<file path="src/rtl/stopwatch_pkg.sv">
// Shared types and digit limits for the stopwatch_v2 block.
package stopwatch_pkg;

   typedef enum logic [1:0] {
      IDLE  = 2'd0,
      RUN   = 2'd1,
      PAUSE = 2'd2
   } state_t;

   typedef logic [3:0] bcd_t;

   localparam int unsigned NUM_DIGITS    = 6;
   localparam bcd_t        MAX_DEC       = 4'd9;
   localparam bcd_t        MAX_SEX       = 4'd5;
   localparam bcd_t        MAX_HR_HI     = 4'd2;
   localparam bcd_t        MAX_HR_LO_TOP = 4'd3;

   // Digit index 0 is cs_lo; the tens of seconds (3) and of minutes (5) roll at 5.
   function automatic bcd_t digit_max(input int unsigned idx);
      return (idx == 3 || idx == 5) ? MAX_SEX : MAX_DEC;
   endfunction

endpackage

</file>
<file path="src/rtl/stopwatch_v2_key_debounce.sv">
// Key synchroniser + debouncer; emits a one-cycle pulse on an accepted press (1->0).
module key_debounce #(
   parameter int unsigned SYNC_STAGES = 2,
   parameter int unsigned DEB_CYC     = 4
) (
   input  logic clk,
   input  logic rst_n,
   input  logic key_n,
   output logic level,
   output logic press
);

   localparam int unsigned CW = (DEB_CYC > 1) ? $clog2(DEB_CYC) : 1;

   logic [SYNC_STAGES-1:0] sync;
   logic [CW-1:0]          cnt;
   logic                   synced;
   logic                   accept_c;

   assign synced   = sync[SYNC_STAGES-1];
   assign accept_c = (synced != level) && (cnt == CW'(DEB_CYC - 1));

   // Counter only advances while the synced level disagrees with the accepted one.
   always_ff @(posedge clk or negedge rst_n) begin
      if (!rst_n) begin
         sync  <= '1;
         level <= 1'b1;
         cnt   <= '0;
         press <= 1'b0;
      end else begin
         sync  <= {sync[SYNC_STAGES-2:0], key_n};
         press <= accept_c & ~synced;
         if (synced == level) begin
            cnt <= '0;
         end else if (accept_c) begin
            level <= synced;
            cnt   <= '0;
         end else begin
            cnt <= cnt + CW'(1);
         end
      end
   end

endmodule

</file>
<file path="src/rtl/stopwatch_v2.sv">
// mm:ss.cc stopwatch with debounced toggle keys and lap freeze.
// Optional hour digits (00-23) when STOPWATCH_HOUR_EN is defined.
module stopwatch_v2
   import stopwatch_pkg::*;
#(
   parameter int unsigned CLK_HZ      = 50_000_000,
   parameter int unsigned TICK_HZ     = 100,
   parameter int unsigned DEBOUNCE_MS = 20,
   parameter int unsigned SYNC_STAGES = 2
) (
   input  logic        clk,
   input  logic        rst_n,
   input  logic        key_clear,
   input  logic        key_start_pause,
   input  logic        key_lap,
   output logic [23:0] disp_bcd,
   output logic        running,
   output logic        paused,
   output logic        frozen,
   output logic        wrap
`ifdef STOPWATCH_HOUR_EN
   ,
   output logic [7:0]  hour_bcd
`endif
);

   localparam int unsigned DIV     = CLK_HZ / TICK_HZ;
   localparam int unsigned DEB_CYC = CLK_HZ / 1000 * DEBOUNCE_MS;
   localparam int unsigned PW      = (DIV > 1) ? $clog2(DIV) : 1;

   logic clear_ev, start_ev, lap_ev;
   logic clear_lvl, start_lvl, lap_lvl;
   logic unused_levels;

   assign unused_levels = &{1'b0, clear_lvl, start_lvl, lap_lvl};

   key_debounce #(.SYNC_STAGES(SYNC_STAGES), .DEB_CYC(DEB_CYC)) u_deb_clear (
      .clk(clk), .rst_n(rst_n), .key_n(key_clear), .level(clear_lvl), .press(clear_ev)
   );
   key_debounce #(.SYNC_STAGES(SYNC_STAGES), .DEB_CYC(DEB_CYC)) u_deb_start (
      .clk(clk), .rst_n(rst_n), .key_n(key_start_pause), .level(start_lvl), .press(start_ev)
   );
   key_debounce #(.SYNC_STAGES(SYNC_STAGES), .DEB_CYC(DEB_CYC)) u_deb_lap (
      .clk(clk), .rst_n(rst_n), .key_n(key_lap), .level(lap_lvl), .press(lap_ev)
   );

   state_t state, state_nxt;
   logic   running_d, paused_d;

   // State register; status flags are registered alongside the state.
   always_ff @(posedge clk or negedge rst_n) begin
      if (!rst_n) begin
         state   <= IDLE;
         running <= 1'b0;
         paused  <= 1'b0;
      end else begin
         state   <= state_nxt;
         running <= running_d;
         paused  <= paused_d;
      end
   end

   // Clear wins over start in the same cycle.
   always_comb begin
      state_nxt = state;
      if (clear_ev) begin
         state_nxt = IDLE;
      end else if (start_ev) begin
         case (state)
            IDLE:    state_nxt = RUN;
            RUN:     state_nxt = PAUSE;
            PAUSE:   state_nxt = RUN;
            default: state_nxt = IDLE;
         endcase
      end
   end

   always_comb begin
      running_d = 1'b0;
      paused_d  = 1'b0;
      case (state_nxt)
         RUN:     running_d = 1'b1;
         PAUSE:   paused_d  = 1'b1;
         default: ;
      endcase
   end

   logic [PW-1:0] presc;
   logic          tick_c;

   assign tick_c = (state == RUN) && (presc == PW'(DIV - 1));

   // Prescaler holds through PAUSE so a resume keeps the partial tick.
   always_ff @(posedge clk or negedge rst_n) begin
      if (!rst_n) begin
         presc <= '0;
      end else if (clear_ev) begin
         presc <= '0;
      end else if (state == RUN) begin
         presc <= tick_c ? '0 : presc + PW'(1);
      end
   end

   bcd_t [NUM_DIGITS-1:0] dig, dig_nxt;
   logic                  carry_c;
   logic                  wrap_c;

   always_comb begin
      dig_nxt = dig;
      carry_c = tick_c;
      for (int unsigned i = 0; i < NUM_DIGITS; i++) begin
         if (carry_c) begin
            if (dig[i] == digit_max(i)) begin
               dig_nxt[i] = '0;
            end else begin
               dig_nxt[i] = dig[i] + 4'd1;
               carry_c    = 1'b0;
            end
         end
      end
   end

`ifdef STOPWATCH_HOUR_EN
   bcd_t hr_hi, hr_lo, hr_hi_nxt, hr_lo_nxt;

   // Hours roll 23 -> 00, which is the overall wrap point.
   always_comb begin
      hr_hi_nxt = hr_hi;
      hr_lo_nxt = hr_lo;
      wrap_c    = 1'b0;
      if (carry_c) begin
         if (hr_hi == MAX_HR_HI && hr_lo == MAX_HR_LO_TOP) begin
            hr_hi_nxt = '0;
            hr_lo_nxt = '0;
            wrap_c    = 1'b1;
         end else if (hr_lo == MAX_DEC) begin
            hr_lo_nxt = '0;
            hr_hi_nxt = hr_hi + 4'd1;
         end else begin
            hr_lo_nxt = hr_lo + 4'd1;
         end
      end
   end

   always_ff @(posedge clk or negedge rst_n) begin
      if (!rst_n) begin
         hr_hi    <= '0;
         hr_lo    <= '0;
         hour_bcd <= '0;
      end else begin
         if (clear_ev) begin
            hr_hi <= '0;
            hr_lo <= '0;
         end else begin
            hr_hi <= hr_hi_nxt;
            hr_lo <= hr_lo_nxt;
         end
         if (!frozen) hour_bcd <= {hr_hi, hr_lo};
      end
   end
`else
   assign wrap_c = carry_c;
`endif

   // Display copies the live count one cycle late unless a lap freeze is held.
   always_ff @(posedge clk or negedge rst_n) begin
      if (!rst_n) begin
         dig      <= '0;
         disp_bcd <= '0;
         frozen   <= 1'b0;
         wrap     <= 1'b0;
      end else begin
         wrap <= wrap_c & ~clear_ev;
         if (clear_ev) begin
            dig    <= '0;
            frozen <= 1'b0;
         end else begin
            dig <= dig_nxt;
            if (lap_ev) frozen <= ~frozen;
         end
         if (!frozen) disp_bcd <= dig;
      end
   end

endmodule
</file>
<file path="config.mk">
export PLATFORM = sky130hd
export DESIGN_NAME = stopwatch_v2
export DESIGN_NICKNAME = d
export VERILOG_FILES = /design/src/rtl/stopwatch_pkg.sv /design/src/rtl/stopwatch_v2_key_debounce.sv /design/src/rtl/stopwatch_v2.sv
export SDC_FILE = /design/constraint.sdc
export NUM_CORES = 1
export LEC_CHECK = 0
export ABC_CLOCK_PERIOD_IN_PS = 3800
export CAP_MARGIN = 0
export CORE_MARGIN = 1
export CORE_UTILIZATION = 32
export CTS_BUF_LIST = sky130_fd_sc_hd__clkbuf_8
export CTS_CLUSTER_DIAMETER = 100
export DETAILED_ROUTE_END_ITERATION = 12
export SETUP_SLACK_MARGIN = 0.2
export SLEW_MARGIN = 20
export SYNTH_ARGS = -nofsm -noshare
export SYNTH_HDL_FRONTEND = slang
export SYNTH_SLANG_ARGS = --single-unit
</file>
<file path="constraint.sdc">
create_clock -name clk -period 3.8 [get_ports clk]
set_clock_uncertainty 0.1 [all_clocks]
set_input_delay 0.95 -clock clk [delete_from_list [all_inputs] [get_ports clk]]
set_output_delay 0.95 -clock clk [all_outputs]
set_load 0.05 [all_outputs]
</file>
==> results.cfg, run 1 <==
[status]
status = completed

[cts]
htreeDepth = 4
clkSlewWorstSetupHoldPaths_ns = 0.09
post-cts-setup-buffers = 0
cts_root_buf = clkbuf_8
numCtsBuffers = 17
cts_resized = 0
cts_sinks = 145
cts_hold_buf = 0
cts_tree = yes
clk_latency_ns = 0.45
clockBufferDepth = 2

[yosys]
synth_warnings = 0
synth_top_area_frac = 0.475
synth_area_leaders = dfrtp_1, mux2_2, xor2_1
async_flop_share = 1.00
seq_area_frac_synth = 0.508
synth-edff-count = 0
yosys.area.top_type = dfrtp_1
syn_nets = 715
synth-seq-cells = 145
synthCells = 694
syn_avg_cell_area_um2 = 10.3
syn_area_mm2 = 0.00716
synth_cell_type_count = 58
synth_ff_type = dfrtp_1

[setup_path]
ff2ff_setup_slack_ns = 1.26
cp-end-kind = output port
crit_required_ns = 2.75
startpoint = disp_bcd[1]$_DFFE_PN0N_
cp-endpoint = disp_bcd[1]
critPathMaxStageDelay_ns = 0.83
r2r_cells = 6
critical_path.top_delay_family = buffers and inverters
critPathLaunchType = flop
path_cells = clkdlybuf4s50_1
worstPathArrival_ns = 1.69
crit_path_max_fanout = 2
r2r_end = dig[19]$_DFFE_PN0P_
criticalPathCategory = reg2out
cp_slowest_cell = clkdlybuf4s50_1
r2r-start = dig[1]$_DFFE_PN0P_
cp.depth = 1
critPathBufInv = 1

[grt]
overflow = 0
antenna_found_initial = 0
grt_pass1_wl_mm = 25.2
grt_pass1_vias = 5044
grt.total_usage = 0.139
grt_start_max_net_pins = 68

[floorplan]
fp-row-count = 54
initial_core_util = 0.327
coreArea_mm2 = 0.0219
dieWidth_um = 152
ios = 33
dieArea_mm2 = 0.0230
die_y_um = 152

[pwr]
finalPower_w = 0.00269
pwr_density_cell_mw_per_mm2 = 332
ir_drop_uv = 185
leakage_nw = 3.35

[routing]
drtIter0Drc = 279
drt-vias-per-instance = 5.15
drcViolationCount = 0
dr_total_vias = 5210
totalWireLength_mm = 14.7
ant_nets = 0
drt-wirelength-per-cell_um = 14.5
drt_first_pass_iters = 4

[hold_path]
hp-start = u_deb_clear.sync[0]$_DFF_PN1_
hp-class = reg2reg

[final_layout]
syn_to_final_growth_pct = 13.2
drive_gt1_frac = 0.127
num_antenna_cells = 0
final_util = 0.371
final_net_count = 740

[sta]
relSlewSlack = 0.293
period_share = 0.722
worst_pin_slew_ns = 1.06
setup_viol = 0
report.final.slew_viol_count = 0
max_freq_ghz = 0.365
period_minus_slack_ns = 2.74
rsz0062_at_grt = false
hold_ws_ns = 0.260
hold_viol_final = 0
final.setup.tns_ns = 0

[place]
portBuffers = 32
hpwl_mm = 9.72
gp_congestion = 0.772

[run]
drv_cap = 0
routing by layer:
metal  GRT usage  vias to the layer above  routed length (um)  part of all wire
li1            -                     2581                   -                 -
met1       0.192                     2557                7270              0.49
met2       0.213                       61                6740              0.46
met3      0.0371                       11                 541             0.037
met4      0.0416                        0                 144            0.0098
met5           0                        -                   0                 0
registers in the layout, summed over array words and instances (netlist names), 2 cells and up:
register	cells
dig	24
disp_bcd	24
u_deb_clear.cnt	20
u_deb_lap.cnt	20
u_deb_start.cnt	20
presc	19
state	2
u_deb_clear.sync	2
u_deb_lap.sync	2
u_deb_start.sync	2
worst reg2reg max path, stage by stage, from the launching register on:
cell and delay (ns):
dfrtp_1 0.41, inv_1 0.09, ha_1 0.13, and3b_1 0.32, nand4_1 0.46, or4_1 0.65, a32o_1 0.27
cell families after synthesis:
logic type      Yosys count  share of synthesized area
compound gates          103                     0.0934
xor+xnor                 48                     0.0587
fa+ha+maj                16                     0.0279
buf+inv                  52                     0.0288
flops                   145                      0.508
mux                      32                     0.0498
simple gates            298                      0.233
worst min path at each step:
| stage | depth (start not counted) | to | slack, ns |
|---|---|---|---|
| floorplan | 0 | u_deb_clear.sync[1]$_DFF_PN1_ | 0.25 |
| global placement | 0 | u_deb_lap.sync[1]$_DFF_PN1_ | 0.25 |
| CTS | 0 | u_deb_clear.sync[1]$_DFF_PN1_ | 0.26 |
| global route | 0 | u_deb_lap.sync[1]$_DFF_PN1_ | 0.27 |
| detailed placement | 0 | u_deb_lap.sync[1]$_DFF_PN1_ | 0.25 |
| finish | 0 | u_deb_clear.sync[1]$_DFF_PN1_ | 0.26 |
cells in the mapped netlist (2+ instances only):
| cell type | n |
|---|---|
| mux2i_1 | 3 |
| o211ai_1 | 4 |
| nor4b_1 | 2 |
| and3b_1 | 6 |
| and2_1 | 3 |
| xor2_1 | 30 |
| or3_1 | 16 |
| nor4_1 | 16 |
| nand4_1 | 16 |
| or4_1 | 26 |
| o21ai_0 | 27 |
| dfstp_2 | 9 |
| nor2_1 | 61 |
| nand3_1 | 38 |
| ha_1 | 16 |
| nor3b_1 | 2 |
| nor2b_1 | 11 |
| clkbuf_1 | 28 |
| nand2_1 | 44 |
| mux2_2 | 29 |
| dfrtp_1 | 136 |
| xnor2_1 | 18 |
| o41ai_1 | 5 |
| and3_1 | 12 |
| buf_2 | 3 |
| o2111ai_1 | 2 |
| a32o_1 | 2 |
| o31ai_1 | 18 |
| inv_1 | 17 |
| buf_1 | 3 |
| nand2b_1 | 3 |
| nor3_1 | 21 |
| and4_1 | 6 |
| a21oi_1 | 35 |
| o311ai_0 | 3 |
placed cells by master, fill, tap and decap left out, types with 3 or more instances in the layout:
cell type | netlist | final
buf_4 | 0 | 8
nand2_1 | 44 | 44
mux2i_1 | 3 | 3
and4_1 | 6 | 6
clkdlybuf4s50_1 | 0 | 31
dfstp_2 | 9 | 9
xnor2_1 | 18 | 18
nand4_1 | 16 | 16
nor2b_1 | 11 | 11
clkinv_2 | 0 | 3
and2_1 | 3 | 3
o21ai_0 | 27 | 27
a21oi_1 | 35 | 35
dfrtp_1 | 136 | 136
o311ai_0 | 3 | 3
or4_1 | 26 | 26
clkbuf_8 | 0 | 17
nor2_1 | 61 | 61
clkinvlp_4 | 0 | 5
mux2_2 | 29 | 29
ha_1 | 16 | 16
or3_1 | 16 | 16
xor2_1 | 30 | 30
nand3_1 | 38 | 38
o41ai_1 | 5 | 5
nor3_1 | 21 | 21
o211ai_1 | 4 | 4
inv_1 | 17 | 20
inv_6 | 0 | 3
and3_1 | 12 | 12
nor4_1 | 16 | 16
nand2b_1 | 3 | 3
and3b_1 | 6 | 6
o31ai_1 | 18 | 17
layout make-up:
class / count / area (um2)
fillers: 2192 / 13800
flip-flops and latches: 145 / 3640
multi-input cells: 497 / 3320
repair buffers: 41 / 402
well taps: 280 / 350
clock buffers: 17 / 234
clock inverters: 15 / 98.8
inverters: 17 / 63.8
power breakdown:
group | total (W) | internal (W) | switching (W)
Sequential | 0.00157 | 0.00156 | 0.0000108
Clock | 0.00106 | 0.000446 | 0.000612
Combinational | 0.0000694 | 0.0000184 | 0.0000510
Total | 0.00269 | 0.00202 | 0.000674
per-stage QoR:
stage / instances / instance area (um2) / worst slack, ns
final: 1012 / 8110 / 1.06
after global routing: 1012 / 8110 / 0.991
after CTS: 1012 / 8110 / 1.03
after detailed placement: 980 / 7780 / 1.29
after global placement: 980 / 7780 / 1.36
after floorplan: 694 / 7160 / 1.71
Note: power is estimated with default switching activity, not from simulation.
==> run 2: changes to the inputs <==
- ABC_CLOCK_PERIOD_IN_PS: 3800 -> 2700
- clock period: 3.8 -> 2.7 ns (I/O delays scaled with it)
==> run 2 against run 1 <==
Effect of this change: cell area grew 1.8%; combinational power increased by 46%; sequential power is 40% higher; non-clock buffer count rose by 8; sequential share of layout area is 0.79 points lower; first-iteration DRC count decreased by 3.2%; via count increased by 0.61%; critical path depth is the same; clock-buffer cell count up 3; worst setup slack got worse by 0.78 ns; die area did not move; critical path type unchanged.
==> results.cfg, run 2 (same netlist as run 1, synthesis figures left out) <==
[final_layout]
layout_common_cells = dfrtp_1, nor2_1, nand2_1, nand3_1, a21oi_1
stdcell_count = 1020
layout_commonest_cell = dfrtp_1
syn_to_final_growth_pct = 15.2
final_net_count = 748
num_antenna_cells = 0
drive_gt1_frac = 0.136
reg.largest.list = dig x24, disp_bcd x24

[grt]
overflow = 0
grt_start_max_net_pins = 48
grt_pass1_vias = 4895
grt.total_usage = 0.138
met2_usage = 0.205
busiest_layer = met2
grt_pass1_wl_mm = 25.0
grt_use_met1 = 0.193
antenna_found_initial = 0
use_met3 = 0.0392

[sta]
report.final.slew_viol_count = 0
relSlewSlack = 0.490
setup_viol = 0
period_minus_slack_ns = 2.43
rsz0062_at_grt = false
max_freq_ghz = 0.412
period_share = 0.898
hold_ws_ns = 0.0565
setup_ws_ns = 0.274
worst_pin_slew_ns = 0.761
hold_viol_final = 0
final.setup.tns_ns = 0

[cts]
clk_latency_ns = 0.45
cts_sinks = 145
clkSlewWorstSetupHoldPaths_ns = 0.08
cts_hold_buf = 0
clockBufferDepth = 2
cts_root_buf = clkbuf_8
htreeDepth = 4
cts_tree = yes
numCtsBuffers = 17

[setup_path]
cp_slowest_cell = clkdlybuf4s50_1
crit_required_ns = 1.92
criticalPathCategory = reg2out
cp-end-kind = output port
critical_path.top_delay_family = buffers and inverters
worstPathArrival_ns = 1.65
r2r_end = dig[12]$_DFFE_PN0P_
path_cells = clkdlybuf4s50_1
startpoint = disp_bcd[1]$_DFFE_PN0N_
r2r-start = presc[0]$_DFFE_PN0P_
critPathMaxStageDelay_ns = 0.82
r2r_cells = 5
crit_path_max_fanout = 2
ff2ff_setup_slack_ns = 0.42
critPathLaunchType = flop
critPathBufInv = 1

[floorplan]
coreArea_mm2 = 0.0219
dieArea_mm2 = 0.0230
initial_core_util = 0.327
die_y_um = 152
fp-row-count = 54
ios = 33
dieWidth_um = 152

[place]
dpl_worst_slack_ns = 0.479
dp_cells = 988
portBuffers = 32
hpwl_mm = 9.84
gp_congestion = 0.799

[pwr]
finalPower_w = 0.00402
internal_power_w = 0.00310
ir_drop_uv = 290
pwr_density_cell_mw_per_mm2 = 487
switching_share = 0.229
power_frac_clock = 0.426
p_switching_w = 0.000919
seqPwrFrac = 0.548
leakage_nw = 3.52
combPwrFrac = 0.025

[routing]
drt-wirelength-per-cell_um = 14.4
totalWireLength_mm = 14.7
drtIter0Drc = 270
drt_first_pass_iters = 5
drt-vias-per-instance = 5.14
drcViolationCount = 0
ant_nets = 0
dr_total_vias = 5242

[status]
status = completed

[run]
drv_cap = 0

[hold_path]
hp-class = in2async
run 2: cell types whose count changed in the layout (fill, tap and decap cells not counted):
cell,delta
inv_1,+1
clkinv_4,+1
clkinv_2,-2
buf_4,+8
clkinvlp_4,-2
clkbuf_8,+3
dlymetal6s2s_1,+5
bufinv_16,+2
buf_12,+1
inv_6,-3
clkdlybuf4s50_1,-6
run 2: cell type report:
| type | instances | area (um2) |
|---|---|---|
| clock buffer | 20 | 275 |
| clock inverter | 12 | 120 |
| fill | 2202 | 13600 |
| inverter | 17 | 63.8 |
| multi-input combinational | 497 | 3320 |
| sequential | 145 | 3640 |
| tap | 280 | 350 |
| timing repair buffer | 49 | 484 |
run 2: metal layers:
| layer | up-vias | share of wire |
|---|---|---|
| li1 | 2595 | - |
| met1 | 2566 | 0.50 |
| met5 | - | 0 |
| met4 | 0 | 0.013 |
| met2 | 66 | 0.44 |
| met3 | 15 | 0.040 |
run 2: worst max-delay path by stage:
stage                          end  slack [ns]  cells past startpoint
6_report               disp_bcd[1]        0.27                      1
3_3_place_gp   dig[19]$_DFFE_PN0P_        0.52                      5
4_1_cts                disp_bcd[4]        0.20                      1
5_1_grt                disp_bcd[8]        0.20                      1
2_1_floorplan  dig[17]$_DFFE_PN0P_        0.61                      8
3_5_place_dp   dig[14]$_DFFE_PN0P_        0.48                      5
run 2: metrics by stage:
stage	util	instance area (um2)
6_report	0.377	8260
4_1_cts	0.377	8240
2_1_floorplan	-	7160
3_3_place_gp	0.359	7850
5_1_grt	0.377	8260
3_5_place_dp	0.359	7850
run 2: repair_timing:
action | in CTS | in global routing
gates resized for setup | 0 | 5
setup buffers | 0 | 0
setup endpoints to repair | 0 | 5
hold endpoints to repair | 0 | 0
run 2: power groups by stage:
stage	clock network [W]	registers, W	logic (W)
floorplan	0	0.00224	0.0000360
global placement	0	0.00225	0.000107
detailed placement	0	0.00225	0.000108
CTS	0.00177	0.00220	0.000108
global route	0.00186	0.00221	0.000119
finish	0.00171	0.00220	0.000101
==> run 3: changes to the inputs <==
- CTS_CLUSTER_SIZE: not set -> 16
- SKIP_CTS_REPAIR_TIMING: not set -> 1
==> results of run 3 <==
Final layout, timing and power as in run 2 (identical DEF).
